`config.mk`:
```
export PLATFORM = sky130hd
export DESIGN_NAME = instruction_fetch
export DESIGN_NICKNAME = d
export VERILOG_FILES = /design/src/rtl/instruction_fetch_pkg.sv /design/src/rtl/instruction_fetch_buffer.sv /design/src/rtl/instruction_fetch.sv
export SDC_FILE = /design/constraint.sdc
export NUM_CORES = 1
export LEC_CHECK = 0
export BUFFER_PORTS_ARGS = -buffer_cell sky130_fd_sc_hd__buf_2
export CORE_UTILIZATION = 45
export CTS_CLUSTER_SIZE = 24
export DETAILED_ROUTE_END_ITERATION = 8
export PLACE_DENSITY = 0.65
export REMOVE_ABC_BUFFERS = 1
export SLEW_MARGIN = 20
export SYNTH_ARGS = -nofsm -noshare
export SYNTH_HDL_FRONTEND = slang
export SYNTH_SLANG_ARGS = --single-unit
```
`constraint.sdc`:
```
create_clock -name clk -period 4.35 [get_ports clk]
set_input_delay 0.435 -clock clk [delete_from_list [all_inputs] [get_ports clk]]
set_output_delay 0.435 -clock clk [all_outputs]
set_load 0.01 [all_outputs]
```
`src/rtl/instruction_fetch_pkg.sv`:
```
// Shared types and constants for the instruction fetch block.
package instruction_fetch_pkg;

  localparam int          INSTR_WIDTH      = 32;
  localparam logic [31:0] PC_STEP          = 32'd4;
  localparam logic [31:0] DEFAULT_RESET_PC = 32'h0000_0000;

  typedef enum logic [1:0] {
    BOOT  = 2'd0,
    RUN   = 2'd1,
    DRAIN = 2'd2,
    HALT  = 2'd3
  } fetch_state_t;

  typedef struct packed {
    logic [31:0]            pc;
    logic [INSTR_WIDTH-1:0] instr;
  } fetch_entry_t;

endpackage

```
`src/rtl/instruction_fetch_buffer.sv`:
```
// Synchronous FIFO of {pc, instr} pairs: wrap-around pointers plus an occupancy counter.
module fetch_buffer
  import instruction_fetch_pkg::*;
#(
  parameter  int DEPTH = 2,
  localparam int PW    = $clog2(DEPTH),
  localparam int CW    = PW + 1
) (
  input  logic         clk,
  input  logic         reset,
  input  logic         push,
  input  fetch_entry_t push_entry,
  input  logic         pop,
  input  logic         flush,
  output logic [CW-1:0] count,
  output fetch_entry_t head
);

  fetch_entry_t    mem [DEPTH];
  logic [PW-1:0]   wr_ptr;
  logic [PW-1:0]   rd_ptr;

  always_ff @(posedge clk or negedge reset) begin
    if (!reset) begin
      wr_ptr <= '0;
      rd_ptr <= '0;
      count  <= '0;
    end else if (flush) begin
      wr_ptr <= '0;
      rd_ptr <= '0;
      count  <= '0;
    end else begin
      if (push) wr_ptr <= wr_ptr + 1'b1;
      if (pop)  rd_ptr <= rd_ptr + 1'b1;
      count <= count + CW'(push) - CW'(pop);
    end
  end

  // Storage needs no reset: head is only observed while count is non-zero.
  always_ff @(posedge clk) begin
    if (push && !flush) mem[wr_ptr] <= push_entry;
  end

  assign head = mem[rd_ptr];

endmodule

```
`src/rtl/instruction_fetch.sv`:
```
// PC owner and instruction buffer feeding decode; FETCH_MISALIGN_TRAP_EN adds the
// fetch_fault output and the HALT trap on a misaligned redirect.
module instruction_fetch
  import instruction_fetch_pkg::*;
#(
  parameter logic [31:0] RESET_PC = DEFAULT_RESET_PC,
  parameter int          DEPTH    = 2
) (
  input  logic                   clk,
  input  logic                   reset,
  output logic                   imem_req_valid,
  input  logic                   imem_req_ready,
  output logic [31:0]            imem_req_addr,
  input  logic                   imem_rsp_valid,
  input  logic [INSTR_WIDTH-1:0] imem_rsp_data,
  input  logic                   redirect_valid,
  input  logic [31:0]            redirect_pc,
  output logic                   instr_valid,
  input  logic                   instr_ready,
  output logic [INSTR_WIDTH-1:0] instr,
  output logic [31:0]            instr_pc,
`ifdef FETCH_MISALIGN_TRAP_EN
  output logic                   fetch_fault,
`endif
  output fetch_state_t           dbg_state
);

  localparam int CW = $clog2(DEPTH) + 1;

  // Handshakes: a transfer happens on a rising edge where valid & ready are both 1;
  // valid never waits on ready. Responses have no ready and arrive in request order.

  fetch_state_t state;
  logic [31:0]  pc, rsp_pc, redirect_target;
  logic [CW-1:0] outstanding, drop_cnt, drop_next, stale_cnt, buf_count;
  fetch_entry_t head, last_entry, push_entry, out_entry;
  logic active, redirect_take, halt_now, accept, push, pop, flush;

  assign active          = (state == RUN) || (state == DRAIN);
  assign redirect_take   = redirect_valid && (state != HALT);
  assign stale_cnt       = outstanding - CW'(imem_rsp_valid);

`ifdef FETCH_MISALIGN_TRAP_EN
  assign redirect_target = redirect_pc;
  assign halt_now        = redirect_take && (redirect_pc[1:0] != 2'b00);
`else
  assign redirect_target = redirect_pc & ~32'h3;
  assign halt_now        = 1'b0;
`endif

  // Credit rule: buffered plus in-flight words never exceed the buffer depth.
  assign imem_req_valid = active && !redirect_valid &&
                          ((CW+1)'(outstanding) + (CW+1)'(buf_count) < (CW+1)'(DEPTH));
  assign imem_req_addr  = pc;
  assign accept         = imem_req_valid && imem_req_ready;

  assign push       = imem_rsp_valid && (drop_cnt == '0) && !redirect_valid && (state != HALT);
  assign push_entry = '{pc: rsp_pc, instr: imem_rsp_data};
  assign flush      = redirect_valid || (state == HALT);

  assign instr_valid = (buf_count != '0) && !redirect_valid;
  assign pop         = instr_valid && instr_ready;
  assign out_entry   = (buf_count != '0) ? head : last_entry;
  assign instr       = out_entry.instr;
  assign instr_pc    = out_entry.pc;
  assign dbg_state   = state;

  always_comb begin
    drop_next = drop_cnt;
    if (redirect_take) drop_next = stale_cnt;
    else if (imem_rsp_valid && (drop_cnt != '0)) drop_next = drop_cnt - 1'b1;
  end

  always_ff @(posedge clk or negedge reset) begin
    if (!reset) begin
      state       <= BOOT;
      pc          <= RESET_PC;
      rsp_pc      <= RESET_PC;
      outstanding <= '0;
      drop_cnt    <= '0;
      last_entry  <= '0;
`ifdef FETCH_MISALIGN_TRAP_EN
      fetch_fault <= 1'b0;
`endif
    end else begin
      outstanding <= outstanding + CW'(accept) - CW'(imem_rsp_valid);
      drop_cnt    <= drop_next;
      if (pop) last_entry <= head;
      if (redirect_take) begin
        pc     <= redirect_target;
        rsp_pc <= redirect_target;
      end else begin
        if (accept) pc     <= pc + PC_STEP;
        if (push)   rsp_pc <= rsp_pc + PC_STEP;
      end
      if (halt_now) begin
        state <= HALT;
`ifdef FETCH_MISALIGN_TRAP_EN
        fetch_fault <= 1'b1;
`endif
      end else begin
        case (state)
          BOOT:       state <= RUN;
          RUN, DRAIN: state <= (drop_next != '0) ? DRAIN : RUN;
          default:    state <= HALT;
        endcase
      end
    end
  end

  fetch_buffer #(.DEPTH(DEPTH)) u_buf (
    .clk        (clk),
    .reset      (reset),
    .push       (push),
    .push_entry (push_entry),
    .pop        (pop),
    .flush      (flush),
    .count      (buf_count),
    .head       (head)
  );

endmodule

```
==> results of run 1 <==
-- sequential cells by signal, indices dropped and copies added, names as in the netlist --
name           flops
rsp_pc            30
imem_req_addr     30
u_buf.rd_ptr       1
dbg_state          2
last_entry        62
u_buf.count        2
u_buf.mem        124
u_buf.wr_ptr       1
outstanding        2
drop_cnt           2
-- cells in the mapped netlist (3+ instances only) --
library cell               instances
sky130_fd_sc_hd__a211oi_1          7
sky130_fd_sc_hd__a21oi_1         103
sky130_fd_sc_hd__a311oi_1          5
sky130_fd_sc_hd__a31oi_1           5
sky130_fd_sc_hd__and3_1            9
sky130_fd_sc_hd__and4_1            8
sky130_fd_sc_hd__buf_1            16
sky130_fd_sc_hd__buf_2             3
sky130_fd_sc_hd__buf_4             4
sky130_fd_sc_hd__clkbuf_1         34
sky130_fd_sc_hd__dfrtp_1         132
sky130_fd_sc_hd__edfxtp_1        124
sky130_fd_sc_hd__ha_1             10
sky130_fd_sc_hd__inv_1            22
sky130_fd_sc_hd__mux2i_1          65
sky130_fd_sc_hd__nand2_1          90
sky130_fd_sc_hd__nand3_1          19
sky130_fd_sc_hd__nand4_1          10
sky130_fd_sc_hd__nor2_1          108
sky130_fd_sc_hd__nor2b_1           4
sky130_fd_sc_hd__nor3_1           27
sky130_fd_sc_hd__nor4_1           10
sky130_fd_sc_hd__nor4_2            3
sky130_fd_sc_hd__o21ai_0          73
sky130_fd_sc_hd__o21ai_1           3
sky130_fd_sc_hd__o311ai_0          3
sky130_fd_sc_hd__xnor2_1          35
sky130_fd_sc_hd__xor2_1            8
-- what timing repair did --
action | CTS | global route
gates resized for setup | 0 | 0
setup endpoints to repair | 0 | 0
endpoints found under the hold margin | 67 | 0
hold buffers | 1 | 0
-- layout make-up --
class / count / area (sq um)
clock buffers: 46 / 829.5
inverters: 22 / 82.58
clock inverters: 6 / 25.02
multi-input cells: 644 / 3861
fillers: 2103 / 11150
flip-flops and latches: 256 / 7030
well taps: 324 / 405.4
repair buffers: 174 / 932.1
-- power breakdown --
| part | switching [W] | internal [W] | total (W) |
|---|---|---|---|
| logic | 0.00123 | 0.000873 | 0.00210 |
| registers | 0.000533 | 0.00315 | 0.00368 |
| clock network | 0.000908 | 0.00129 | 0.00220 |
| total | 0.00267 | 0.00531 | 0.00798 |
-- worst register-to-register path: stages (launching register included) --
cell,delay [ps]
sky130_fd_sc_hd__dfrtp_1,350
sky130_fd_sc_hd__inv_1,60
sky130_fd_sc_hd__nor2_1,130
sky130_fd_sc_hd__fa_1,460
sky130_fd_sc_hd__nor4b_4,580
sky130_fd_sc_hd__nand4_4,220
sky130_fd_sc_hd__nor4b_4,480
sky130_fd_sc_hd__mux2_1,370
sky130_fd_sc_hd__a211oi_1,200
-- routing by layer --
| metal | GRT usage | routed length, microns | share of wire |
|---|---|---|---|
| met1 | 0.2876 | 11890 | 0.46 |
| met2 | 0.3362 | 12180 | 0.47 |
| met3 | 0.04116 | 1690 | 0.065 |
| met4 | 0.04677 | 289 | 0.011 |
| met5 | 0 | 0 | 0 |
-- cell families after synthesis --
kind of cell,count (synthesis)
other,1
adder cells (fa/ha/maj),11
AND/OR/NAND/NOR,305
flip-flops,256
buffers and inverters,80
XOR/XNOR,43
multiplexers,66
AO/OA/AOI/OAI,215
-- how the worst max path moves through the flow --
stage	slack, ps	endpoint	depth (start not counted)	startpoint
after floorplan	-120	u_buf.count[1]$_DFF_PN0_	10	u_buf.count[1]$_DFF_PN0_
after global placement	1470	imem_req_addr[30]$_DFFE_PN0P_	8	outstanding[0]$_DFF_PN0_
after detailed placement	1420	imem_req_addr[31]$_DFFE_PN0P_	8	outstanding[0]$_DFF_PN0_
after CTS	1140	instr_pc[4]	5	u_buf.count[1]$_DFF_PN0_
after global routing	940	instr_pc[4]	5	u_buf.count[1]$_DFF_PN0_
final	1130	instr_pc[4]	5	u_buf.count[1]$_DFF_PN0_
-- through the flow --
step / TNS [ps] / total power [W] / cells
finish: 0 / 0.007981 / 1472
global route: 0 / 0.008482 / 1472
floorplan: -118.7 / 0.004929 / 922
detailed placement: 0 / 0.005827 / 1419
CTS: 0 / 0.008037 / 1472
global placement: 0 / 0.005750 / 1419
==> qor.csv, run 1 <==
metric;value;unit
share_of_synthesized_cell_area_in_full_adder_half_adder_and_majority_cells;0.01299;
post_route_design_area;13170;sq um
share_of_cell_area_taken_by_muxes_after_synthesis;0.05922;
peakVddDrop;0.0003312;V
arrival;2780;ps
crit_type;flip-flop to output pin;
placement.cell_area;12300;sq um
layout-drive-gt1-share;0.1969;
nNetsFinal;1207;
grt_usage;0.2071;
top_level_ports;170;
finish.utilization;0.5414;
timing.fmax;310.7;MHz
finalWeightedCongestion;0.8368;
leakagePower;5.232;nW
slew_headroom;0.2695;
async_flop_share;0.5156;
synth_ff_type;sky130_fd_sc_hd__dfrtp_1;
timing.hold.ws;92.63;ps
post_cts_buffers;0;
worst_setup_hold_path_clk_slew;60;ps
detail_route.wl_per_cell;17.70;microns
synth_simple_gate_area_share;0.1308;
remaining_drc_errors;0;
design.die.area;25470;sq um
rrSetupSlack;1410;ps
synth-edff-count;124;
die_x;159.6;microns
grt_overflow_total;0;
placeable_area;24320;sq um
drv_slew;0;
h-tree-depth;1;
chipHeight;159.6;microns
post_synth_xor_area_fraction;0.03370;
timing.final.setup_violations;0;
synth_compound_area_frac;0.1051;
clk-insertion-delay-late;530;ps
syn-mean-instance-area;11.44;sq um
worst_hold_startpoint;imem_rsp_data[19];
rows;57;
clock-skew-final;13.74;ps
worst_min_delay_path_category;primary input to flip-flop;
critical_path.reg2reg.startpoint;outstanding[0]$_DFF_PN0_;
drt.antenna.violating_nets;0;
critical_path_buf_inv_count;2;
grt_first_pass_wirelength;41720;microns
layout_setup_ws;1131;ps
final_cell_mix;162 x sky130_fd_sc_hd__buf_2, 131 x sky130_fd_sc_hd__dfrtp_1, 124 x sky130_fd_sc_hd__edfxtp_1;
reg2reg_to;imem_req_addr[30]$_DFFE_PN0P_;
slew_of_the_pin_with_the_lowest_slew_margin;1091;ps
netlist_instances;977;
yosys.cell_types.count;54;
dp_worst_setup_slack;1418;ps
netlist_area;11180;sq um
synth.yosys.warnings;0;
crit_path_top_delay_cell;sky130_fd_sc_hd__buf_4;
clock_buffer_depth;3;
insertedDiodeCount;0;
drt_pass1_iterations;5;
cp_cell_instances;or2_4, buf_4, nor2_1, a21oi_1, buf_2;
mostFrequentLayoutCell;sky130_fd_sc_hd__buf_2;
largest_stage_delay_on_the_critical_path;770;ps
rsz0062_at_grt;no;
port_buffers;163;
synth_top_family_by_area;simple AND/OR/NAND/NOR gates;
worst_hold_path.num_cells;1;
dp_hpwl;16820;microns
worst_setup_path_start_kind;flip-flop;
worstHoldEndpoint;u_buf.mem[1][19]$_DFFE_PP_;
grt_pass1_vias;7742;
timing.critical_path.max_delay_family;buffers and inverters;
area_growth;17.80;%
p_per_area;606.2;nW/um^2
path_max_fanout;84;
tritoncts_clock_tree;built;
finalWirelength;26050;microns
cts.sinks;256;
final-hold-violation-count;0;
period_needed;3219;ps
antenna_found_initial;0;
tritoncts.num_buffers;28;
reg2reg_depth;8;
status;complete, no violations;
post-synth-top-area-fraction;0.3331;
vias;7821;
cell_types_occupying_the_most_area_after_synthesis;sky130_fd_sc_hd__edfxtp_1 33%, sky130_fd_sc_hd__dfrtp_1 30%, sky130_fd_sc_hd__mux2i_1 5.8%;
fin_crit_sh;0.7400;
ys_seq_area_frac;0.6287;
worst-endpoint-required;3910;ps
crit_path_end_kind;output pin;
violation_count_after_the_first_detailed_route_iteration;468;
grt_start_max_net_pins;85;
effective_utilization_at_floorplan;0.4596;
leading_area_contributor_after_synthesis;sky130_fd_sc_hd__edfxtp_1;
synth-seq-cells;256;
average_via_count_per_standard_cell;5.313;
max_cap_viols;0;
clockRootBuffer;sky130_fd_sc_hd__clkbuf_16;
(Power assumes the default switching activity.)
==> run 2, diff against run 1 <==
==> constraint.sdc (replaced) <==
create_clock -name clk -period 2.8 [get_ports clk]
set_input_delay 0.28 -clock clk [delete_from_list [all_inputs] [get_ports clk]]
set_output_delay 0.28 -clock clk [all_outputs]
set_load 0.01 [all_outputs]
==> qor.csv, run 2 (synthesis results as in run 1) <==
metric;value;unit
status;complete, no violations;
tritoncts.num_buffers;28;
timing.final.setup_violations;0;
design.die.area;25470;sq um
worst-endpoint-required;3250;ps
placeable_area;24320;sq um
fin_crit_sh;0.9476;
timing.fmax;376.9;MHz
peakVddDrop;0.0004653;V
p_per_area;929.0;nW/um^2
worst_setup_hold_path_clk_slew;60;ps
violation_count_after_the_first_detailed_route_iteration;523;
antenna_found_initial;1;
grt_first_pass_wirelength;43540;microns
average_via_count_per_standard_cell;5.338;
top_level_ports;170;
biggestRegsByFlops;u_buf.mem: 124 flops, last_entry: 62 flops;
die_x;159.6;microns
slew_of_the_pin_with_the_lowest_slew_margin;692.4;ps
cts.sinks;256;
drt_pass1_iterations;8;
detail_route.wl_per_cell;17.60;microns
dp_worst_setup_slack;140.2;ps
drv_slew;0;
worst_setup_path_start_kind;flip-flop;
h-tree-depth;1;
chipHeight;159.6;microns
dp_hpwl;17650;microns
grt_pass1_vias;8254;
totalPowerFinal;0.01286;W
rows;57;
drt.antenna.violating_nets;0;
fillCellCount;2077;
largest-register;u_buf.mem;
layout_setup_ws;146.8;ps
arrival;3100;ps
remaining_drc_errors;0;
tritoncts_clock_tree;built;
port_buffers;163;
finalWeightedCongestion;0.8484;
crit_path_end_kind;flip-flop;
max_cap_viols;0;
clk-insertion-delay-late;530;ps
final_cell_mix;162 x sky130_fd_sc_hd__buf_2, 131 x sky130_fd_sc_hd__dfrtp_1, 124 x sky130_fd_sc_hd__edfxtp_1;
timing.hold.ws;15.90;ps
clock_buffer_depth;3;
grt_start_max_net_pins;126;
finalWirelength;26950;microns
nNetsFinal;1265;
clockRootBuffer;sky130_fd_sc_hd__clkbuf_16;
worst_min_delay_path_category;primary input to flip-flop;
effective_utilization_at_floorplan;0.4596;
clock-skew-final;12.41;ps
leakagePower;5.555;nW
grt_usage;0.2134;
layout-drive-gt1-share;0.2123;
post_cts_buffers;0;
slew_headroom;0.5384;
crit_type;flip-flop to flip-flop;
final-hold-violation-count;0;
largest_reg_flops;124;
path_max_fanout;3;
grt_overflow_total;0;
rsz0062_at_grt;no;
period_needed;2653;ps
mostFrequentLayoutCell;sky130_fd_sc_hd__buf_2;
area_growth;23.88;%
vias;8173;
run 2: cell types whose count changed in the layout (fill, tap and decap cells not counted), moves of 4 or more:
cell,delta
sky130_fd_sc_hd__dlygate4sd3_1,+39
sky130_fd_sc_hd__clkinv_1,-4
sky130_fd_sc_hd__buf_4,+15
sky130_fd_sc_hd__buf_12,+4
sky130_fd_sc_hd__clkbuf_1,-7
sky130_fd_sc_hd__clkinv_2,+7
run 2: final cells by class:
cell class              count  area (sq um)  area share
diodes                      1         2.502   0.0001807
repair buffers            232          1515      0.1094
multi-input cells         644          3872      0.2797
flip-flops and latches    256          7030      0.5078
clock buffers              37         775.7     0.05603
well taps                 324         405.4     0.02928
clock inverters            15         161.4     0.01166
inverters                  22         82.58    0.005964
run 2: path summary, 6_finish.rpt:
path	startpoint	endpoint	slack, ps	depth (start not counted)
min reg2reg	last_entry[22]$_DFFE_PN0P_	last_entry[22]$_DFFE_PN0P_	480	2
min in group asynchronous	reset	last_entry[29]$_DFFE_PN0P_	300	2
max reg2reg	outstanding[0]$_DFF_PN0_	imem_req_addr[30]$_DFFE_PN0P_	150	8
min	redirect_pc[10]	imem_req_addr[10]$_DFFE_PN0P_	20	3
max in group asynchronous	reset	imem_req_addr[24]$_DFFE_PN0P_	1730	3
max	outstanding[0]$_DFF_PN0_	imem_req_addr[30]$_DFFE_PN0P_	150	8
run 2: stage by stage:
step / TNS, ps / util / cells / instance area (sq um)
floorplan: -192680 / - / 922 / 10940
global placement: 0 / 0.5137 / 1438 / 12490
detailed placement: 0 / 0.5137 / 1438 / 12490
CTS: 0 / 0.5687 / 1530 / 13830
global route: 0 / 0.5692 / 1530 / 13840
finish: 0 / 0.5693 / 1531 / 13850
run 2: power by group:
group / switching (W) / internal (W)
Combinational: 0.00195 / 0.00146
Sequential: 0.000850 / 0.00489
Clock: 0.00148 / 0.00223
run 2: what timing repair did:
item,in CTS,in global routing
endpoints found under the hold margin,125,0
endpoints found under the setup margin,0,4
hold buffers,40,0
gates resized for setup,0,2
run 2: routing by layer:
| metal | up-vias | track usage | wire length, microns |
|---|---|---|---|
| met5 | - | 0 | 0 |
| met4 | 0 | 0.05682 | 555 |
| met3 | 46 | 0.03412 | 1512 |
| met2 | 242 | 0.3557 | 12800 |
| met1 | 3967 | 0.2902 | 12080 |
| li1 | 3918 | - | - |
run 2: critical path, cell delays in order (launching register included):
cell                       delay, ps
sky130_fd_sc_hd__dfrtp_1         340
sky130_fd_sc_hd__inv_1            60
sky130_fd_sc_hd__nor2_1          120
sky130_fd_sc_hd__fa_1            460
sky130_fd_sc_hd__nor4b_4         390
sky130_fd_sc_hd__nand4_4         190
sky130_fd_sc_hd__nor4b_4         420
sky130_fd_sc_hd__mux2_1          370
sky130_fd_sc_hd__a211oi_1        200
==> run 3, diff against run 2 <==
--- a/config.mk
+++ b/config.mk
@@ -10,6 +10,7 @@
 export CTS_CLUSTER_SIZE = 24
 export DETAILED_ROUTE_END_ITERATION = 8
 export PLACE_DENSITY = 0.65
+export RECOVER_POWER = 25
 export REMOVE_ABC_BUFFERS = 1
 export SLEW_MARGIN = 20
 export SYNTH_ARGS = -nofsm -noshare
==> qor.csv, run 3 (synthesis results as in run 1) <==
metric;value;unit
crit_path_end_kind;flip-flop;
grt_pass1_vias;8254;
nNetsFinal;1265;
rsz0062_at_grt;no;
effective_utilization_at_floorplan;0.4596;
chipHeight;159.6;microns
clockRootBuffer;sky130_fd_sc_hd__clkbuf_16;
worst-endpoint-required;3250;ps
register_area;7030;sq um
period_needed;2652;ps
timing.hold.ws;14.90;ps
max_cap_viols;1;
largest-register;u_buf.mem;
clock-skew-final;13.04;ps
tritoncts.num_buffers;28;
slew_headroom;-0.04500;
top_level_ports;170;
area_growth;23.61;%
violation_count_after_the_first_detailed_route_iteration;553;
fillCellCount;2089;
drt.antenna.violating_nets;0;
grt_usage;0.2134;
arrival;3100;ps
largest_reg_flops;124;
placeable_area;24320;sq um
clock_buffer_depth;3;
fin_crit_sh;0.9471;
remaining_drc_errors;0;
mostFrequentLayoutCell;sky130_fd_sc_hd__buf_2;
layout-drive-gt1-share;0.1965;
largest_stage_delay_on_the_critical_path;460;ps
worst_setup_path_start_kind;flip-flop;
peakVddDrop;0.0004671;V
tritoncts_clock_tree;built;
timing.final.setup_violations;0;
drt_pass1_iterations;5;
final_cell_mix;141 x sky130_fd_sc_hd__buf_2, 131 x sky130_fd_sc_hd__dfrtp_1, 124 x sky130_fd_sc_hd__edfxtp_1;
design.die.area;25470;sq um
slew_of_the_pin_with_the_lowest_slew_margin;1568;ps
cp_cell_instances;inv_1, nor2_1, fa_1, nor4b_4, nand4_4, nor4b_4, mux2_1, a211oi_1;
leakagePower;5.501;nW
worst_min_delay_path_category;primary input to flip-flop;
grt_overflow_total;0;
finalWirelength;26860;microns
violations;capacitance limit, slew limit;
average_via_count_per_standard_cell;5.326;
h-tree-depth;1;
crit_type;flip-flop to flip-flop;
port_buffers;163;
detail_route.wl_per_cell;17.54;microns
timing.fmax;377.1;MHz
worst_setup_hold_path_clk_slew;60;ps
grt_start_max_net_pins;126;
cp_common_cell;sky130_fd_sc_hd__nor4b_4;
finalWeightedCongestion;0.8484;
cts.sinks;256;
biggestRegsByFlops;u_buf.mem: 124 flops, last_entry: 62 flops;
grt_first_pass_wirelength;43540;microns
multi_input_comb_area;3872;sq um
p_per_area;930.7;nW/um^2
vias;8154;
crit_path_top_delay_cell;sky130_fd_sc_hd__fa_1;
rows;57;
post_cts_buffers;0;
placement.cell_area;12490;sq um
dp_hpwl;17650;microns
status;complete, but fails checks;
post_route_design_area;13820;sq um
final-hold-violation-count;0;
die_x;159.6;microns
clk-insertion-delay-late;540;ps
drv_slew;58;
path_max_fanout;3;
antenna_found_initial;1;
-- run 3: cell types whose count changed in the layout (fill, tap and decap cells not counted), sizes merged --
cell	previous run	this run
buf	192	170
clkbuf	37	59
-- run 3: cell type report --
class / count / area share
Multi-Input combinational cell: 644 / 0.2803
Inverter: 22 / 0.005977
Antenna cell: 1 / 0.0001811
Tap cell: 324 / 0.02934
Sequential cell: 256 / 0.5089
Clock inverter: 15 / 0.01168
Clock buffer: 37 / 0.05615
Timing Repair Buffer: 232 / 0.1075
-- run 3: final timing paths --
| kind | from | to | slack, ps | cells past startpoint |
|---|---|---|---|---|
| worst max-delay path | outstanding[0]$_DFF_PN0_ | imem_req_addr[30]$_DFFE_PN0P_ | 150 | 8 |
| worst min-delay path | redirect_pc[10] | imem_req_addr[10]$_DFFE_PN0P_ | 10 | 3 |
| worst max register to register | outstanding[0]$_DFF_PN0_ | imem_req_addr[30]$_DFFE_PN0P_ | 150 | 8 |
| worst min register to register | last_entry[22]$_DFFE_PN0P_ | last_entry[22]$_DFFE_PN0P_ | 480 | 2 |
| max in group asynchronous | reset | u_buf.rd_ptr$_DFFE_PN0P_ | 980 | 2 |
| min in group asynchronous | reset | last_entry[19]$_DFFE_PN0P_ | 680 | 2 |
-- run 3: where the power goes --
group | total [W] | switching [W] | internal (W) | leakage [nW]
registers | 0.00574 | 0.000847 | 0.00489 | 2.75
clock network | 0.00371 | 0.00149 | 0.00223 | 0.463
logic | 0.00341 | 0.00195 | 0.00145 | 2.29
total | 0.0129 | 0.00429 | 0.00857 | 5.50
-- run 3: metal layers --
metal	vias to the layer above	global-route usage	wire [microns]
met5	-	0	0
met4	0	0.05682	593
met3	48	0.03412	1541
met2	243	0.3557	12780
met1	3946	0.2902	11940
li1	3917	-	-
-- run 3: critical path, delay by kind of cell (launching register included) --
family                   cells  cell delay (ps)
multiplexers                 1              370
flip-flops                   1              340
AO/OA/AOI/OAI                1              200
buffers and inverters        1               60
adder cells (fa/ha/maj)      1              460
AND/OR/NAND/NOR              4             1130
-- run 3: timing repair --
| action | 4_1_cts | 5_1_grt |
|---|---|---|
| endpoints found under the setup margin | 0 | 4 |
| hold buffers | 40 | 0 |
| gates resized for setup | 0 | 2 |
| endpoints found under the hold margin | 125 | 0 |
-- run 3: through the flow --
stage / TNS [ps] / setup WS, ps / util / power [W] / std cells
finish: 0 / 148.2 / 0.5681 / 0.01286 / 1531
global route: 0 / 4.258 / 0.5680 / 0.01358 / 1530
CTS: 0 / 120.9 / 0.5687 / 0.01295 / 1530
detailed placement: 0 / 140.2 / 0.5137 / 0.009153 / 1438
global placement: 0 / 193.9 / 0.5137 / 0.009029 / 1438
floorplan: -192680 / -1669 / - / 0.007658 / 922
